==> src/rtl/record_play_ctrl_if.sv <==
// record_play_ctrl_if: panel-side request and status bundle for the record/playback controller
interface record_play_ctrl_if;
  logic       fake_switch;
  logic       rec_req;
  logic       play_req;
  logic       stop_req;
  logic       loop_en;
  logic       play_out;
  logic       busy_rec;
  logic       busy_play;
  logic [4:0] entry_cnt;
  logic [4:0] play_idx;
  logic       done;
  logic       overflow;
  modport master(output fake_switch, rec_req, play_req, stop_req, loop_en,
                 input play_out, busy_rec, busy_play, entry_cnt, play_idx, done, overflow);
  modport slave(input fake_switch, rec_req, play_req, stop_req, loop_en,
                output play_out, busy_rec, busy_play, entry_cnt, play_idx, done, overflow);
endinterface

==> src/rtl/record_play_ctrl.sv <==
// record_play_ctrl: records switch levels with tick durations into a buffer and replays them once or looped
module record_play_ctrl #(
  parameter int DEPTH    = 20,
  parameter int DUR_W    = 8,
  parameter int DUR_MAX  = 127,
  parameter int TICK_DIV = 50
) (
  input logic               Div_CLK,
  input logic               RST_n,
  record_play_ctrl_if.slave bus
);
  localparam int PW = $clog2(TICK_DIV);
  typedef enum logic [1:0] {IDLE, RECORD, PLAY} state_t;
  state_t           r_state;
  logic [PW-1:0]    r_presc;
  logic [4:0]       r_wr_idx;
  logic [4:0]       r_entry_cnt;
  logic [4:0]       r_play_idx;
  logic [DUR_W-1:0] r_remain;
  logic             r_play_out;
  logic             r_done;
  logic             r_overflow;
  logic             r_level [DEPTH];
  logic [DUR_W-1:0] r_dur   [DEPTH];
  logic             w_tick;
  logic             w_edge;
  logic             w_room;
  logic             w_last;
  logic             w_start_rec;
  logic             w_rec_on;
  logic             w_wr_en;
  logic [4:0]       w_wr_idx;
  logic [DUR_W-1:0] w_wr_dur;
  logic [4:0]       w_nxt_idx;
  logic [DUR_W-1:0] w_nxt_dur;
  always_comb begin
    w_tick      = r_presc == PW'(TICK_DIV - 1);
    w_edge      = bus.fake_switch != r_level[r_wr_idx];
    w_room      = r_wr_idx < 5'(DEPTH - 1);
    w_last      = r_play_idx >= r_entry_cnt - 5'd1;
    w_start_rec = r_state == IDLE && !bus.stop_req && bus.rec_req;
    w_rec_on    = r_state == RECORD && !bus.stop_req;
    // an edge wins over a coincident tick: the closed entry keeps its count
    w_wr_en     = w_start_rec || (w_rec_on && (w_edge ? w_room : w_tick));
    w_wr_idx    = w_start_rec ? 5'd0 : w_edge ? r_wr_idx + 5'd1 : r_wr_idx;
    w_wr_dur    = (w_start_rec || w_edge) ? '0 :
                  r_dur[r_wr_idx] >= DUR_W'(DUR_MAX) ? DUR_W'(DUR_MAX) : r_dur[r_wr_idx] + DUR_W'(1);
    w_nxt_idx   = (r_state != PLAY || w_last) ? 5'd0 : r_play_idx + 5'd1;
    w_nxt_dur   = r_dur[w_nxt_idx] == '0 ? DUR_W'(1) : r_dur[w_nxt_idx];
  end
  // buffer is left unreset; entry_cnt==0 makes stale contents unreachable
  always_ff @(posedge Div_CLK)
    if (w_wr_en) begin
      r_level[w_wr_idx] <= bus.fake_switch;
      r_dur[w_wr_idx]   <= w_wr_dur;
    end
  always_ff @(posedge Div_CLK or negedge RST_n)
    if (!RST_n) begin
      r_state     <= IDLE;
      r_presc     <= '0;
      r_wr_idx    <= '0;
      r_entry_cnt <= '0;
      r_play_idx  <= '0;
      r_remain    <= '0;
      r_play_out  <= 1'b0;
      r_done      <= 1'b0;
      r_overflow  <= 1'b0;
    end else begin
      r_done  <= 1'b0;
      r_presc <= (r_state == IDLE || w_tick) ? '0 : r_presc + PW'(1);
      case (r_state)
        IDLE:
          if (w_start_rec) begin
            r_state     <= RECORD;
            r_wr_idx    <= '0;
            r_entry_cnt <= '0;
            r_overflow  <= 1'b0;
          end else if (!bus.stop_req && bus.play_req && r_entry_cnt != '0) begin
            r_state    <= PLAY;
            r_play_idx <= '0;
            r_remain   <= w_nxt_dur;
            r_play_out <= r_level[0];
          end
        RECORD:
          if (bus.stop_req) begin
            r_entry_cnt <= r_wr_idx + 5'd1;
            r_state     <= IDLE;
          end else if (w_edge && !w_room) begin
            r_overflow  <= 1'b1;
            r_entry_cnt <= 5'(DEPTH);
            r_state     <= IDLE;
          end else if (w_edge) begin
            r_wr_idx <= r_wr_idx + 5'd1;
          end
        PLAY:
          if (bus.stop_req) begin
            r_state    <= IDLE;
            r_play_out <= 1'b0;
          end else if (w_tick && r_remain > DUR_W'(1)) begin
            r_remain <= r_remain - DUR_W'(1);
          end else if (w_tick && (!w_last || bus.loop_en)) begin
            r_play_idx <= w_nxt_idx;
            r_remain   <= w_nxt_dur;
            r_play_out <= r_level[w_nxt_idx];
          end else if (w_tick) begin
            r_done     <= 1'b1;
            r_state    <= IDLE;
            r_play_out <= 1'b0;
          end
        default: r_state <= IDLE;
      endcase
    end
  assign bus.play_out  = r_play_out;
  assign bus.busy_rec  = r_state == RECORD;
  assign bus.busy_play = r_state == PLAY;
  assign bus.entry_cnt = r_entry_cnt;
  assign bus.play_idx  = r_play_idx;
  assign bus.done      = r_done;
  assign bus.overflow  = r_overflow;
endmodule

==> src/flat_wrapper.sv <==
// flat-port wrapper written by rule: the top's interface ports become plain ports
module record_play_ctrl_flat 
#(
  parameter int DEPTH    = 20,
  parameter int DUR_W    = 8,
  parameter int DUR_MAX  = 127,
  parameter int TICK_DIV = 50
)
  (Div_CLK, RST_n, bus_fake_switch, bus_rec_req, bus_play_req, bus_stop_req, bus_loop_en, bus_play_out, bus_busy_rec, bus_busy_play, bus_entry_cnt, bus_play_idx, bus_done, bus_overflow);
  record_play_ctrl_if bus_i ();
  input logic Div_CLK;
  input logic RST_n;
  input wire logic [$bits(bus_i.fake_switch)-1:0] bus_fake_switch;
  input wire logic [$bits(bus_i.rec_req)-1:0] bus_rec_req;
  input wire logic [$bits(bus_i.play_req)-1:0] bus_play_req;
  input wire logic [$bits(bus_i.stop_req)-1:0] bus_stop_req;
  input wire logic [$bits(bus_i.loop_en)-1:0] bus_loop_en;
  output wire logic [$bits(bus_i.play_out)-1:0] bus_play_out;
  output wire logic [$bits(bus_i.busy_rec)-1:0] bus_busy_rec;
  output wire logic [$bits(bus_i.busy_play)-1:0] bus_busy_play;
  output wire logic [$bits(bus_i.entry_cnt)-1:0] bus_entry_cnt;
  output wire logic [$bits(bus_i.play_idx)-1:0] bus_play_idx;
  output wire logic [$bits(bus_i.done)-1:0] bus_done;
  output wire logic [$bits(bus_i.overflow)-1:0] bus_overflow;
  assign bus_i.fake_switch = bus_fake_switch;
  assign bus_i.rec_req = bus_rec_req;
  assign bus_i.play_req = bus_play_req;
  assign bus_i.stop_req = bus_stop_req;
  assign bus_i.loop_en = bus_loop_en;
  assign bus_play_out = bus_i.play_out;
  assign bus_busy_rec = bus_i.busy_rec;
  assign bus_busy_play = bus_i.busy_play;
  assign bus_entry_cnt = bus_i.entry_cnt;
  assign bus_play_idx = bus_i.play_idx;
  assign bus_done = bus_i.done;
  assign bus_overflow = bus_i.overflow;
  record_play_ctrl #(.DEPTH(DEPTH), .DUR_W(DUR_W), .DUR_MAX(DUR_MAX), .TICK_DIV(TICK_DIV)) u_core (.Div_CLK(Div_CLK), .RST_n(RST_n), .bus(bus_i));
endmodule
==> config.mk <==
export PLATFORM = sky130hd
export DESIGN_NAME = record_play_ctrl_flat
export DESIGN_NICKNAME = d
export VERILOG_FILES = /design/src/rtl/record_play_ctrl_if.sv /design/src/rtl/record_play_ctrl.sv /design/src/flat_wrapper.sv
export SDC_FILE = /design/constraint.sdc
export NUM_CORES = 1
export LEC_CHECK = 0
export CELL_PAD_IN_SITES_DETAIL_PLACEMENT = 0
export CELL_PAD_IN_SITES_GLOBAL_PLACEMENT = 2
export CORE_MARGIN = 5
export CORE_UTILIZATION = 41
export DETAILED_ROUTE_END_ITERATION = 16
export PLACE_DENSITY_LB_ADDON = 0.1
export RECOVER_POWER = 100
export SLEW_MARGIN = 25
export SYNTH_ARGS = -nofsm -noshare
export SYNTH_HDL_FRONTEND = slang
export SYNTH_SLANG_ARGS = --single-unit
==> constraint.sdc <==
create_clock -name Div_CLK -period 3.5 [get_ports Div_CLK]
set_clock_uncertainty 0.1 [all_clocks]
set_input_delay 0.7 -clock Div_CLK [delete_from_list [all_inputs] [get_ports Div_CLK]]
set_output_delay 0.7 -clock Div_CLK [all_outputs]
set_load 0.05 [all_outputs]
* After elaboration in Yosys (flattened, before gate mapping)
Memories as Yosys holds them, arrays and structs flattened.
Index checks and enable logic that the tools add are counted.
** Word-level totals
- Flip-flop bits (word level) :: 34
- Memory bits (writable) :: 180
- Output and inout port bits :: 15
- Memories :: 2
** Cells by class
- Add/sub/neg operators :: 6
- Magnitude comparators :: 4
- Equal/unequal tests :: 21
- Mux-type cells :: 54
- Reductions and logical operators :: 29
** Memories
- u_core.r_dur :: words 20, width 8, read ports 2, clocked after Yosys merged registers in 0, write ports 1, RTL line record_play_ctrl.sv:24 : logic [DUR_W-1:0] r_dur [DEPTH];
- u_core.r_level :: words 20, width 1, read ports 3, clocked after Yosys merged registers in 0, write ports 1, RTL line record_play_ctrl.sv:23 : logic r_level [DEPTH];
** Operators with widths (count)
- $mux W5 :: 13
- $mux W8 :: 8
- $pmux W5 S2 :: 3
- $mux W1 :: 17
- $mux W2 :: 8
- $pmux W8 S2 :: 1
- $reduce_and A5 Y1 :: 3
- $ne A2 B2 Y1 const B :: 7
- $add A5 B1 Y5 const B :: 2
- $logic_and A1 B1 Y1 :: 9
- $ne A3 B2 Y1 const B :: 3
- $add A8 B1 Y8 const B :: 1
- $ge A8 B7 Y1 const B :: 1
- $gt A8 B1 Y1 const B :: 1
- $logic_not A8 Y1 :: 1
- $reduce_and A4 Y1 :: 2
- $sub A8 B1 Y8 const B :: 1
- $add A6 B1 Y6 const B :: 1
- $eq A6 B6 Y1 const B :: 1
- $mux W6 :: 1
- $ne A2 B1 Y1 const B :: 3
- $ne A3 B3 Y1 const B :: 2
- $pmux W2 S3 :: 1
- $reduce_and A6 Y1 :: 1
- 15 further kinds :: 23

* Longest topological paths before layout
An unclocked memory read counts as a cell.
- Depth in word-level cells :: 11
- Gate-level depth with buffers :: 16

* Worst setup path after synthesis
Ideal clock, no wire load.
- Kind :: reg2reg
- Start :: register u_core.r_wr_idx[1]
- End :: memory u_core.r_dur[0][7], data pin
- Library setup time :: 0.332 ns
- Arrival time :: 3.443 ns
- Data required time :: 3.068 ns
- Slack :: -0.376 ns
- Cell stages (with the launch flop) :: 14
- Path buffers :: 3
- Clock period less this slack :: 3.876 ns
- Cell sequence :: dfrtp_1 -> buf_2 -> buf_4 -> clkbuf_1 -> mux4_2 -> mux4_2 -> nand2_1 -> nand2_1 -> ha_1 -> nand3_2 -> nand2b_1 -> o21a_4 -> inv_2 -> nor4_2
** On the way
- Longest elaborated chain between the ends :: 4
- Elaborated cells on any way between the ends :: 8
** Ends and longest elaborated chain
- start, declared :: RTL line record_play_ctrl.sv:16 : logic [4:0] r_wr_idx;
- start signal, assigned :: RTL line record_play_ctrl.sv:93 : r_wr_idx <= r_wr_idx + 5'd1;
- $mem_v2 Z20 W8 / $mem_v2 Z20 W1 (equally long branches)
- $add A8 B1 Y8, or another cell as far along :: RTL line record_play_ctrl.sv:47 : r_dur[r_wr_idx] >= DUR_W'(DUR_MAX) ? DUR_W'(DUR_MAX) : r_dur[r_wr_idx] + DUR_W'(1);
- $mux W8 / $logic_or A1 B1 Y1 (equally long branches) :: RTL line record_play_ctrl.sv:47, record_play_ctrl.sv:46
- $mux W8 * :: RTL line record_play_ctrl.sv:46 : w_wr_dur = (w_start_rec || w_edge) ? '0 :
- net u_core.w_wr_dur[7] :: RTL line record_play_ctrl.sv:33 : logic [DUR_W-1:0] w_wr_dur;
- end, declared :: RTL line record_play_ctrl.sv:24
The timed path passes the listed nets; every way through them passes the cells marked *.

* Worst setup path after layout
- Start :: register u_core.r_wr_idx[0]
- End :: memory u_core.r_dur[9][3], enable pin
** On the way
- Longest elaborated chain between the ends :: 7
- Elaborated cells on any way between the ends :: 11
** Ends and longest elaborated chain
- $mem_v2 Z20 W1
- $ne A1 B1 Y1 :: RTL line record_play_ctrl.sv:38 : w_edge = bus.fake_switch != r_level[r_wr_idx];
- $mux W1 :: RTL line record_play_ctrl.sv:44 : w_wr_en = w_start_rec || (w_rec_on && (w_edge ? w_room : w_tick));
- $logic_and A1 B1 Y1 :: RTL line record_play_ctrl.sv:44
- $logic_or A1 B1 Y1 :: RTL line record_play_ctrl.sv:44
- $mux W1 :: RTL line record_play_ctrl.sv:53 : if (w_wr_en) begin
- $mux W1 (implied by the code) :: RTL line record_play_ctrl.sv:55 : r_dur[w_wr_idx] <= w_wr_dur;
Parallel ways exist; a longest one is shown, timed or not.

==> impl_metrics.yaml <==
logic_synthesis:
  netlist_instances: 866
  synth_edf_count: 180
  ys_types: 84
  synth_flop_cell: "edfxtp_1"
  synth_top_family_by_area: "multiplexers"
  synth.mux.area_fraction: 0.1593
  synthSimpleGateAreaFrac: 0.1118
  syn_area_per_cell_um2: 13.10
  synth-xor-area-share: 0.01996
  syn_nets: 886
  ys_seq_elements: 214
  ys_warn_count: 0
  synth_fa_ha_area_frac: 0.01433
  synth_compound_gate_area_share: 0.1138
  ys_seq_area_frac: 0.5513
  syn_area_um2: 11350
  async_flop_share: 0.1589
critical_path:
  required_ns: 3.64
  critPathLaunch: "u_core.r_wr_idx[0]"
  worstPathArrival_ns: 3.68
  endpoint_kind: "flip-flop"
  crit_fanout: 7
  start_kind: "flip-flop"
  cp_cell_sequence: "mux4_2 -> mux2_4 -> o2111ai_2 -> and4bb_4 -> and3_4 -> buf_6 -> buf_6 -> a22oi_2 -> buf_6 -> buf_6 -> nor3_4 -> buf_6"
  reg2reg_depth: 12
  r2r-start: "u_core.r_wr_idx[0]"
  r2r_slack_ns: -0.04
  crit_slowest_cell: "mux4_2"
  crit_end: "u_core.r_dur[9][3]"
  r2r-end: "u_core.r_dur[9][3]"
  max_stage_delay_ns: 0.52
  critPathKind: "reg2reg"
  crit_path_frequent_cell: "buf_6"
run_status:
  run_status: "complete, but fails checks"
  violations: "max-capacitance violations, max-slew violations, negative setup slack"
run:
  maxCapViolCount: 1
global_route:
  overflow: 0
  antenna_found_initial: 0
  grt_pass1_vias: 8513
  grt_pass1_wl_um: 57670
  grt_max_degree: 35
  grt.total_usage: 0.2544
timing:
  fmax_mhz: 282.2
  period_needed_ns: 3.544
  slew_headroom: -0.2491
  setup_viol: 8
  slew_violations: 35
  rsz0062_at_grt: "yes"
  finalCritPeriodShare: 1.013
  hold_viol_final: 0
  final.setup.worst_slack_ns: -0.04411
  worst_pin_slew_ns: 1.874
clocking:
  ctsHtreeMaxLevel: 1
  clk_pin_slew_ns: 0.06
  root_buffer: "clkbuf_16"
  clkLatencyLatePin_ns: 0.54
  cts_tree: "done"
  numCtsBuffers: 25
  hold_buffers: 0
  cts.sinks: 214
  cts_max_path_buffers: 3
cells_and_area:
  n_antenna_cell: 0
  regArea_um2: 6264
  syn2layout_area_growth_pct: 35.95
  drive_gt1_frac: 0.3913
  final_nets: 1087
  multi_input_area_um2: 5401
  layoutNonFillerInstCount: 1464
  utilization: 0.5599
  fillers: 2269
floorplanning:
  design.die.area_um2: 31100
  fp.dieW_um: 176.4
  dieHeight_um: 176.4
  io_pins: 22
  row_count: 61
  core_um2: 27550
  initial_core_util: 0.4118
route:
  drt_iter0_drc: 793
  drc: 0
  first_pass_iters: 5
  wl_per_cell_um: 28.40
  antenna_left: 0
  totalWireLength_um: 41580
  detail_route.vias_per_cell: 6.047
  vias: 8853
min_path:
  hp-start: "u_core.bus.overflow"
  hp-class: "reg2reg"
power_and_ir_drop:
  power.density_nw_per_um2: 736.7
  power.total_w: 0.01136
  ir_drop_mv: 0.5110
  cellLeakagePower_nw: 5.375
placement:
  dp_cells: 1370
  numPortBuffers: 21
  place.gp.congestion: 0.8927
  dpl.hpwl_um: 27650
## cells in the mapped netlist (9+ instances only)
cell / instances / share of area
nand2_1: 69 / 0.023
nor3_1: 25 / 0.011
nor2_1: 45 / 0.015
xnor2_1: 14 / 0.011
a21oi_1: 46 / 0.020
buf_2: 9 / 0.0040
mux2_2: 17 / 0.017
clkbuf_1: 32 / 0.011
inv_1: 15 / 0.0050
o21ai_0: 30 / 0.013
edfxtp_1: 180 / 0.48
ha_1: 13 / 0.014
mux2i_1: 34 / 0.030
mux4_2: 55 / 0.11
or3_1: 10 / 0.0055
dfrtp_1: 34 / 0.075
a31oi_1: 11 / 0.0061
and3_1: 9 / 0.0050
nand2b_1: 11 / 0.0061
a211oi_1: 17 / 0.011
nand3_1: 33 / 0.015
## sequential cells by signal, indices dropped and copies added (netlist names)
| signal | flops |
|---|---|
| u_core.r_wr_idx | 5 |
| u_core.r_level | 20 |
| u_core.r_dur | 160 |
| u_core.bus.play_out | 1 |
| u_core.bus.play_idx | 5 |
| u_core.bus.done | 1 |
| u_core.bus.overflow | 1 |
| u_core.r_state | 2 |
| u_core.r_remain | 8 |
| u_core.r_presc | 6 |
| u_core.bus.entry_cnt | 5 |
## final cells by class
class,count,area share
multi-input combinational,581,0.3502
clock inverter,11,0.009571
tap,378,0.03066
inverter,20,0.004867
sequential,214,0.4060
timing repair buffer,225,0.1504
clock buffer,35,0.04834
## how the worst min path moves through the flow
stage,depth (start not counted),end
after floorplan,0,u_core.bus.done
after global placement,1,u_core.r_presc[0]
after detailed placement,1,u_core.r_presc[0]
after CTS,1,u_core.r_remain[6]
after global routing,1,u_core.r_presc[0]
final,1,u_core.bus.overflow
## metal layers
metal	part of all wire	routed length, um	track usage
met1	0.42	17430	0.3539
met2	0.47	19450	0.4054
met3	0.074	3079	0.04625
met4	0.039	1627	0.08769
met5	0	0	0
## cell families after synthesis
kind of cell,count (synthesis)
fa+ha+maj,13
compound gates,188
buf+inv,71
flops,214
simple gates,250
xor+xnor,22
mux,108
## report_power, final
part | total [W] | switching [W] | internal (W)
clock | 0.00278 | 0.00106 | 0.00171
sequential | 0.00340 | 0.000158 | 0.00324
combinational | 0.00519 | 0.00290 | 0.00229
total | 0.0114 | 0.00412 | 0.00724
## stage by stage
| step | hold slack [ns] | worst slack [ns] | area [um2] | TNS [ns] |
|---|---|---|---|---|
| final | 0.3925 | -0.04411 | 15430 | -0.2409 |
| after global placement | 0.3803 | -0.3550 | 13280 | -30.56 |
| after detailed placement | 0.3927 | -0.4366 | 13280 | -41.19 |
| after CTS | 0.1564 | -0.06305 | 14460 | -0.08320 |
| after global routing | 0.4290 | -0.1547 | 15430 | -5.224 |
| after floorplan | 0.3044 | -0.1409 | 11380 | -5.661 |
## placed cells by master, fill, tap and decap left out, types with 6 or more instances in the layout
master | netlist | layout
mux4_2 | 55 | 56
xnor2_1 | 14 | 13
a31oi_1 | 11 | 9
dfrtp_1 | 34 | 30
or3_1 | 10 | 9
a211oi_1 | 17 | 11
ha_1 | 13 | 10
buf_4 | 2 | 133
buf_6 | 5 | 29
nor3_1 | 25 | 19
edfxtp_1 | 180 | 180
nor2b_1 | 8 | 6
mux2i_1 | 34 | 33
dlygate4sd3_1 | 0 | 11
clkdlybuf4s50_1 | 0 | 9
nor2_1 | 45 | 38
a21oi_1 | 46 | 41
inv_2 | 4 | 6
mux2_2 | 17 | 12
nand2_1 | 69 | 62
nand2b_1 | 11 | 9
clkbuf_16 | 0 | 32
nand3_1 | 33 | 30
o21ai_0 | 30 | 29
o211ai_1 | 6 | 6
buf_12 | 0 | 27
and3_1 | 9 | 7
a211oi_2 | 0 | 6
clkbuf_1 | 32 | 7
nor3_4 | 0 | 6
inv_1 | 15 | 13
## worst max-delay path, delay by kind of cell, from the launching register on
kind / cells / cell delay (ns)
simple gates: 3 / 0.86
mux: 2 / 0.84
buf+inv: 5 / 0.68
flops: 1 / 0.50
compound gates: 2 / 0.25
## repair_timing
action / in CTS / in global routing
endpoints found under the setup margin: 296 / 307
cloned: 1 / 8
pin swaps: 10 / 45
resized for setup: 48 / 136
setup buffers: 6 / 34
(Power assumes the default switching activity.)
